[config.mk]
export PLATFORM = sky130hd
export DESIGN_NAME = alu_issue_ctrl
export DESIGN_NICKNAME = d
export VERILOG_FILES = /design/src/rtl/alu_pkg.sv /design/src/rtl/op_fifo.sv /design/src/rtl/alu_issue_ctrl.sv
export SDC_FILE = /design/constraint.sdc
export NUM_CORES = 1
export LEC_CHECK = 0
export CAP_MARGIN = 0
export CORE_MARGIN = 2
export CORE_UTILIZATION = 40
export DETAILED_ROUTE_END_ITERATION = 8
export GPL_ROUTABILITY_DRIVEN = 0
export PLACE_DENSITY = 0.72
export REMOVE_ABC_BUFFERS = 1
export SLEW_MARGIN = 5
export SYNTH_ARGS = -nofsm -noshare
export SYNTH_HDL_FRONTEND = slang
export SYNTH_SLANG_ARGS = --single-unit
[constraint.sdc]
create_clock -name clk -period 4.4 [get_ports clk]
set_clock_uncertainty 0.2 [all_clocks]
set_input_delay 0.44 -clock clk [delete_from_list [all_inputs] [get_ports clk]]
set_output_delay 0.44 -clock clk [all_outputs]
set_load 0.03 [all_outputs]
[src/rtl/alu_pkg.sv]
// rtl/alu_pkg.sv - shared opcodes, FSM states and queue entry layout for the ALU issue controller
package alu_pkg;

    typedef enum logic [3:0] {
        ADD  = 4'd0,
        INC  = 4'd1,
        SUB  = 4'd2,
        DEC  = 4'd3,
        MUL  = 4'd4,
        DIV  = 4'd5,
        SHL  = 4'd6,
        SHR  = 4'd7,
        INV  = 4'd8,
        AND  = 4'd9,
        OR   = 4'd10,
        NAND = 4'd11,
        NOR  = 4'd12,
        XOR  = 4'd13,
        XNOR = 4'd14,
        BUF  = 4'd15
    } alu_op_e;

    typedef enum logic [1:0] {
        IDLE = 2'd0,
        EXEC = 2'd1,
        RESP = 2'd2
    } state_e;

    localparam int ENTRY_W = 20;

    typedef struct packed {
        logic [3:0] cmd;
        logic [7:0] a;
        logic [7:0] b;
    } op_t;

    function automatic logic is_div_zero(input op_t op);
        return (op.cmd == DIV) && (op.b == 8'd0);
    endfunction

endpackage

[src/rtl/op_fifo.sv]
// rtl/op_fifo.sv - operation queue, DEPTH entries, full/empty flags
module op_fifo #(
    parameter int DEPTH = 4,
    parameter int W     = 20
) (
    input  logic         clk,
    input  logic         rst,
    input  logic         push,
    input  logic [W-1:0] wdata,
    input  logic         pop,
    output logic [W-1:0] rdata,
    output logic         full,
    output logic         empty
);

    localparam int AW = $clog2(DEPTH);

    logic [W-1:0]  mem_q [DEPTH];
    logic [W-1:0]  mem_d [DEPTH];
    logic [AW-1:0] wr_ptr_q, wr_ptr_d;
    logic [AW-1:0] rd_ptr_q, rd_ptr_d;
    logic [AW:0]   count_q, count_d;
    logic          push_ok;
    logic          pop_ok;

    assign full    = (count_q == (AW+1)'(DEPTH));
    assign empty   = (count_q == '0);
    assign rdata   = mem_q[rd_ptr_q];
    assign push_ok = push && !full;
    assign pop_ok  = pop && !empty;

    // DEPTH is a power of two, so pointer wrap falls out of the adder width
    always_comb begin
        mem_d    = mem_q;
        wr_ptr_d = wr_ptr_q;
        rd_ptr_d = rd_ptr_q;
        count_d  = count_q;
        if (push_ok) begin
            mem_d[wr_ptr_q] = wdata;
            wr_ptr_d        = wr_ptr_q + AW'(1);
        end
        if (pop_ok) begin
            rd_ptr_d = rd_ptr_q + AW'(1);
        end
        if (push_ok && !pop_ok) begin
            count_d = count_q + (AW+1)'(1);
        end else if (pop_ok && !push_ok) begin
            count_d = count_q - (AW+1)'(1);
        end
    end

    always_ff @(posedge clk or posedge rst) begin
        if (rst) begin
            for (int i = 0; i < DEPTH; i++) begin
                mem_q[i] <= '0;
            end
            wr_ptr_q <= '0;
            rd_ptr_q <= '0;
            count_q  <= '0;
        end else begin
            mem_q    <= mem_d;
            wr_ptr_q <= wr_ptr_d;
            rd_ptr_q <= rd_ptr_d;
            count_q  <= count_d;
        end
    end

endmodule

[src/rtl/alu_issue_ctrl.sv]
// rtl/alu_issue_ctrl.sv - queues ALU operations, issues one per EXEC cycle, holds results until accepted
module alu_issue_ctrl
    import alu_pkg::*;
#(
    parameter int DEPTH = 4
) (
    input  logic        clk,
    input  logic        rst,
    input  logic        req_valid,
    output logic        req_ready,
    input  logic [7:0]  req_a,
    input  logic [7:0]  req_b,
    input  logic [3:0]  req_cmd,
    output logic [7:0]  alu_a,
    output logic [7:0]  alu_b,
    output logic [3:0]  alu_cmd,
    output logic        alu_en,
    input  logic [15:0] alu_y,
    output logic        rsp_valid,
    input  logic        rsp_ready,
    output logic [15:0] rsp_data,
    output logic [3:0]  rsp_cmd,
    output logic        rsp_err,
    output logic [15:0] op_count
);

    state_e      state_q, state_d;
    op_t         op_q, op_d;
    logic        rsp_valid_q, rsp_valid_d;
    logic [15:0] rsp_data_q, rsp_data_d;
    logic [3:0]  rsp_cmd_q, rsp_cmd_d;
    logic        rsp_err_q, rsp_err_d;
    logic [15:0] op_count_q, op_count_d;

    op_t  fifo_wdata;
    op_t  fifo_rdata;
    logic fifo_full;
    logic fifo_empty;
    logic fifo_pop;
    logic fifo_push;

    assign req_ready  = !fifo_full && !rst;
    assign fifo_push  = req_valid && req_ready;
    assign fifo_wdata = '{cmd: req_cmd, a: req_a, b: req_b};

    op_fifo #(
        .DEPTH (DEPTH),
        .W     (ENTRY_W)
    ) u_op_fifo (
        .clk   (clk),
        .rst   (rst),
        .push  (fifo_push),
        .wdata (fifo_wdata),
        .pop   (fifo_pop),
        .rdata (fifo_rdata),
        .full  (fifo_full),
        .empty (fifo_empty)
    );

    // The operand register feeds the ALU directly, so the ALU inputs hold outside EXEC
    assign alu_a     = op_q.a;
    assign alu_b     = op_q.b;
    assign alu_cmd   = op_q.cmd;
    assign rsp_valid = rsp_valid_q;
    assign rsp_data  = rsp_data_q;
    assign rsp_cmd   = rsp_cmd_q;
    assign rsp_err   = rsp_err_q;
    assign op_count  = op_count_q;

    always_comb begin
        state_d     = state_q;
        op_d        = op_q;
        rsp_valid_d = rsp_valid_q;
        rsp_data_d  = rsp_data_q;
        rsp_cmd_d   = rsp_cmd_q;
        rsp_err_d   = rsp_err_q;
        op_count_d  = op_count_q;
        fifo_pop    = 1'b0;
        alu_en      = 1'b0;
        case (state_q)
            IDLE: begin
                if (!fifo_empty) begin
                    fifo_pop = 1'b1;
                    op_d     = fifo_rdata;
                    state_d  = EXEC;
                end
            end
            EXEC: begin
                alu_en      = 1'b1;
                rsp_valid_d = 1'b1;
                rsp_cmd_d   = op_q.cmd;
                rsp_err_d   = is_div_zero(op_q);
                rsp_data_d  = is_div_zero(op_q) ? 16'h0000 : alu_y;
                state_d     = RESP;
            end
            RESP: begin
                if (rsp_ready) begin
                    rsp_valid_d = 1'b0;
                    op_count_d  = op_count_q + 16'd1;
                    if (!fifo_empty) begin
                        fifo_pop = 1'b1;
                        op_d     = fifo_rdata;
                        state_d  = EXEC;
                    end else begin
                        state_d = IDLE;
                    end
                end
            end
            default: state_d = IDLE;
        endcase
    end

    always_ff @(posedge clk or posedge rst) begin
        if (rst) begin
            state_q     <= IDLE;
            op_q        <= '0;
            rsp_valid_q <= 1'b0;
            rsp_data_q  <= '0;
            rsp_cmd_q   <= '0;
            rsp_err_q   <= 1'b0;
            op_count_q  <= '0;
        end else begin
            state_q     <= state_d;
            op_q        <= op_d;
            rsp_valid_q <= rsp_valid_d;
            rsp_data_q  <= rsp_data_d;
            rsp_cmd_q   <= rsp_cmd_d;
            rsp_err_q   <= rsp_err_d;
            op_count_q  <= op_count_d;
        end
    end

endmodule

==> results.py <==
metrics = {
    "sta": {
        "max_freq_ghz": 0.335,
        "tns_ns": 0,
        "worst_slew_pin_slew_ns": 1.11,
        "whs_ns": 0.276,
        "postLayoutSetupSlackWorst_ns": 1.42,
        "post-route-period-util_pct": 67.8,
        "finalCriticalPeriod_ns": 2.98,
        "hold_viol": 0,
        "finalSetupViolations": 0,
        "slew_headroom_pct": 26.2,
        "slew_viol_final": 0,
        "rsz0062_at_grt": "false",
    },
    "hold_path": {
        "holdPathStages": 2,
        "hold-path-endpoint": "rsp_cmd[0]$_DFFE_PP0P_",
        "min_from": "rsp_cmd[0]$_DFFE_PP0P_",
        "hold_path.class": "flop to flop",
    },
    "clocking": {
        "htreeDepth": 4,
        "clk_pin_slew_ns": 0.06,
        "worstSkewPairLatency_ns": 0.42,
        "clockBufferDepth": 2,
        "cts_hold_buf": 0,
        "cts_sinks": 147,
        "cts_resized": 0,
        "numCtsBuffers": 17,
        "cts_tree": "built",
        "cts_setup_buffers": 0,
        "cts-root-buf": "clkbuf_16",
    },
    "route": {
        "ant_nets": 0,
        "wirelength_mm": 13.8,
        "vias_per_cell": 4.92,
        "drt_iter0_markers": 120,
        "drc": 0,
        "vias": 3786,
        "wl_per_cell_um": 18.0,
        "drtPass1Iterations": 4,
    },
    "place": {
        "post-place-ws_ns": 1.42,
        "detailed_place_hpwl_mm": 8.85,
        "io_buffers": 99,
    },
    "synthesis": {
        "synth_cell_types": 28,
        "syn_area_sq_mm": 0.00658,
        "ys_warn_count": 0,
        "syn-instance-count": 438,
        "yosysSeqAreaShare_pct": 55.9,
        "ys_ff_latch": 147,
        "synth.avg_cell_area_sq_um": 15.0,
    },
    "critical_path": {
        "rr_worst_depth": 10,
        "arrival_ns": 2.34,
        "cp_data_required_time_ns": 3.76,
        "r2r_slack_ns": 1.85,
        "r2r_end": "u_op_fifo.count_q[2]$_DFFE_PP0P_",
        "start_kind": "flop",
        "crit_type": "flop to output pin",
        "end_kind": "output pin",
        "cp_max_fo": 22,
        "r2r-start": "u_op_fifo.count_q[0]$_DFFE_PP0P_",
    },
    "finish": {
        "fillerInstances": 1366,
        "utilization_pct": 52.4,
        "syn_to_final_growth_pct": 27.5,
        "drive_above_1_share_pct": 30.2,
        "nNetsFinal": 587,
    },
    "die": {
        "die_y_um": 132,
        "core-area_sq_mm": 0.0160,
        "rows": 46,
        "dieWidth_um": 132,
        "start_util_pct": 41.1,
        "io_pins": 100,
        "die_area_sq_mm": 0.0175,
    },
    "global_routing": {
        "grt_pass1_vias": 4120,
        "grt_use_total_pct": 16.6,
        "antenna_found_initial": 1,
        "grt-ovfl-total": 0,
        "grt_max_degree": 101,
        "grt_pass1_wl_mm": 22.8,
    },
    "power": {
        "peakVddDrop_uv": 414,
        "p_total_mw": 6.73,
        "power.density_mw_per_mm2": 803,
        "power_leakage_nw": 3.85,
    },
    "outcome": {
        "status": "completed",
    },
    "run": {
        "max_cap_violations": 0,
    },
}
cells in the mapped netlist:
library cell	instances	share of area [%]
nor4b_1	2	0.27
ha_1	6	1.1
a21oi_1	2	0.15
dfrtp_1	147	56
inv_1	7	0.40
nor3_1	4	0.30
nor4_1	1	0.095
and3b_1	1	0.13
clkbuf_1	9	0.51
and4_1	1	0.13
nor3b_4	2	0.57
buf_2	4	0.30
mux2_2	22	3.8
o21ai_0	18	1.4
nand2_2	4	0.38
nand4_1	6	0.57
nor2_1	5	0.29
nand3_1	4	0.30
mux2_4	80	18
fa_1	1	0.30
buf_6	8	1.4
nand2_1	59	3.4
xor2_1	6	0.80
mux4_2	20	6.8
nand2b_1	2	0.19
nor3b_2	1	0.19
xnor2_1	15	2.0
and3_1	1	0.095
sequential cells by signal, summed over array words and instances, names as in the netlist:
signal and flops:
state_q 2, rsp_valid 1, u_op_fifo.mem_q 80, rsp_cmd 4
alu_b 8, u_op_fifo.count_q 3, u_op_fifo.wr_ptr_q 2, u_op_fifo.rd_ptr_q 2
alu_a 8, rsp_data 16, alu_cmd 4, op_count 16
rsp_err 1
area by class of cell:
type                       instances  area (sq um)  area share (%)
sequential                       147          3680            43.8
multi-input combinational        263          2740            32.6
timing repair buffer             104          1030            12.3
clock buffer                      24           522            6.22
tap                              216           270            3.22
clock inverter                     8           120            1.43
inverter                           7          31.3           0.373
antenna                            1          2.50          0.0298
power breakdown:
group	switching [mW]	leakage, nW	internal [mW]	total, mW
sequential	0.504	1.80	1.98	2.49
clock	0.545	0.314	0.995	1.54
combinational	1.14	1.73	1.56	2.71
total	2.19	3.85	4.54	6.73
critical path, stage by stage (launching register included):
cell             delay [ns]
dfrtp_1                0.42
nand2b_1               0.19
inv_1                  0.51
clkdlybuf4s50_1        0.80
layout by cell type (no fill, tap or decap):
| master | instances |
|---|---|
| mux4_2 | 20 |
| xor2_1 | 6 |
| nand3_1 | 4 |
| nor4_1 | 1 |
| nor3b_4 | 3 |
| nor3_1 | 4 |
| and3_1 | 1 |
| a21oi_1 | 2 |
| nor4b_1 | 2 |
| and3b_1 | 1 |
| xnor2_1 | 15 |
| ha_1 | 6 |
| nor2_1 | 5 |
| mux2_4 | 80 |
| nand2b_1 | 2 |
| fa_1 | 1 |
| clkdlybuf4s50_1 | 99 |
| bufinv_16 | 3 |
| buf_4 | 5 |
| nand2_1 | 59 |
| clkbuf_16 | 17 |
| and4_1 | 1 |
| nand4_1 | 6 |
| inv_1 | 6 |
| clkinv_2 | 3 |
| diode_2 | 1 |
| mux2_2 | 22 |
| dfrtp_1 | 147 |
| inv_6 | 1 |
| o21ai_0 | 18 |
| clkbuf_8 | 7 |
| nand2_2 | 4 |
| clkinvlp_4 | 2 |
through the flow:
step                      instance area [sq um]  std cells
final                                      8390        770
after CTS                                  8390        769
after global placement                     7750        737
after floorplan                            6440        417
after global routing                       8390        769
after detailed placement                   7750        737
routing by layer:
metal / GRT usage [%] / up-vias / routed length (um)
li1: - / 1739 / -
met1: 22.5 / 1938 / 6450
met2: 26.2 / 102 / 6520
met3: 5.42 / 7 / 769
met4: 3.94 / 0 / 97
met5: 0 / - / 0
cell families after synthesis:
| kind of cell | count (synthesis) | synth area share [%] |
|---|---|---|
| compound gates | 20 | 1.52 |
| mux | 122 | 28.9 |
| simple gates | 93 | 6.88 |
| flops | 147 | 55.9 |
| buf+inv | 28 | 2.59 |
| fa+ha+maj | 7 | 1.45 |
| xor+xnor | 21 | 2.80 |
worst max-delay path by stage:
stage,from,endpoint,slack [ns]
global route,state_q[0]$_DFFE_PP0P_,alu_en,1.32
floorplan,rst,alu_a[0]$_DFFE_PP0P_,-0.19
detailed placement,rsp_ready,u_op_fifo.count_q[1]$_DFFE_PP0P_,1.42
finish,state_q[1]$_DFFE_PP0P_,alu_en,1.42
global placement,rsp_ready,u_op_fifo.count_q[1]$_DFFE_PP0P_,1.48
CTS,state_q[1]$_DFFE_PP0P_,alu_en,1.41
Power figures use the tool's default switching activity.
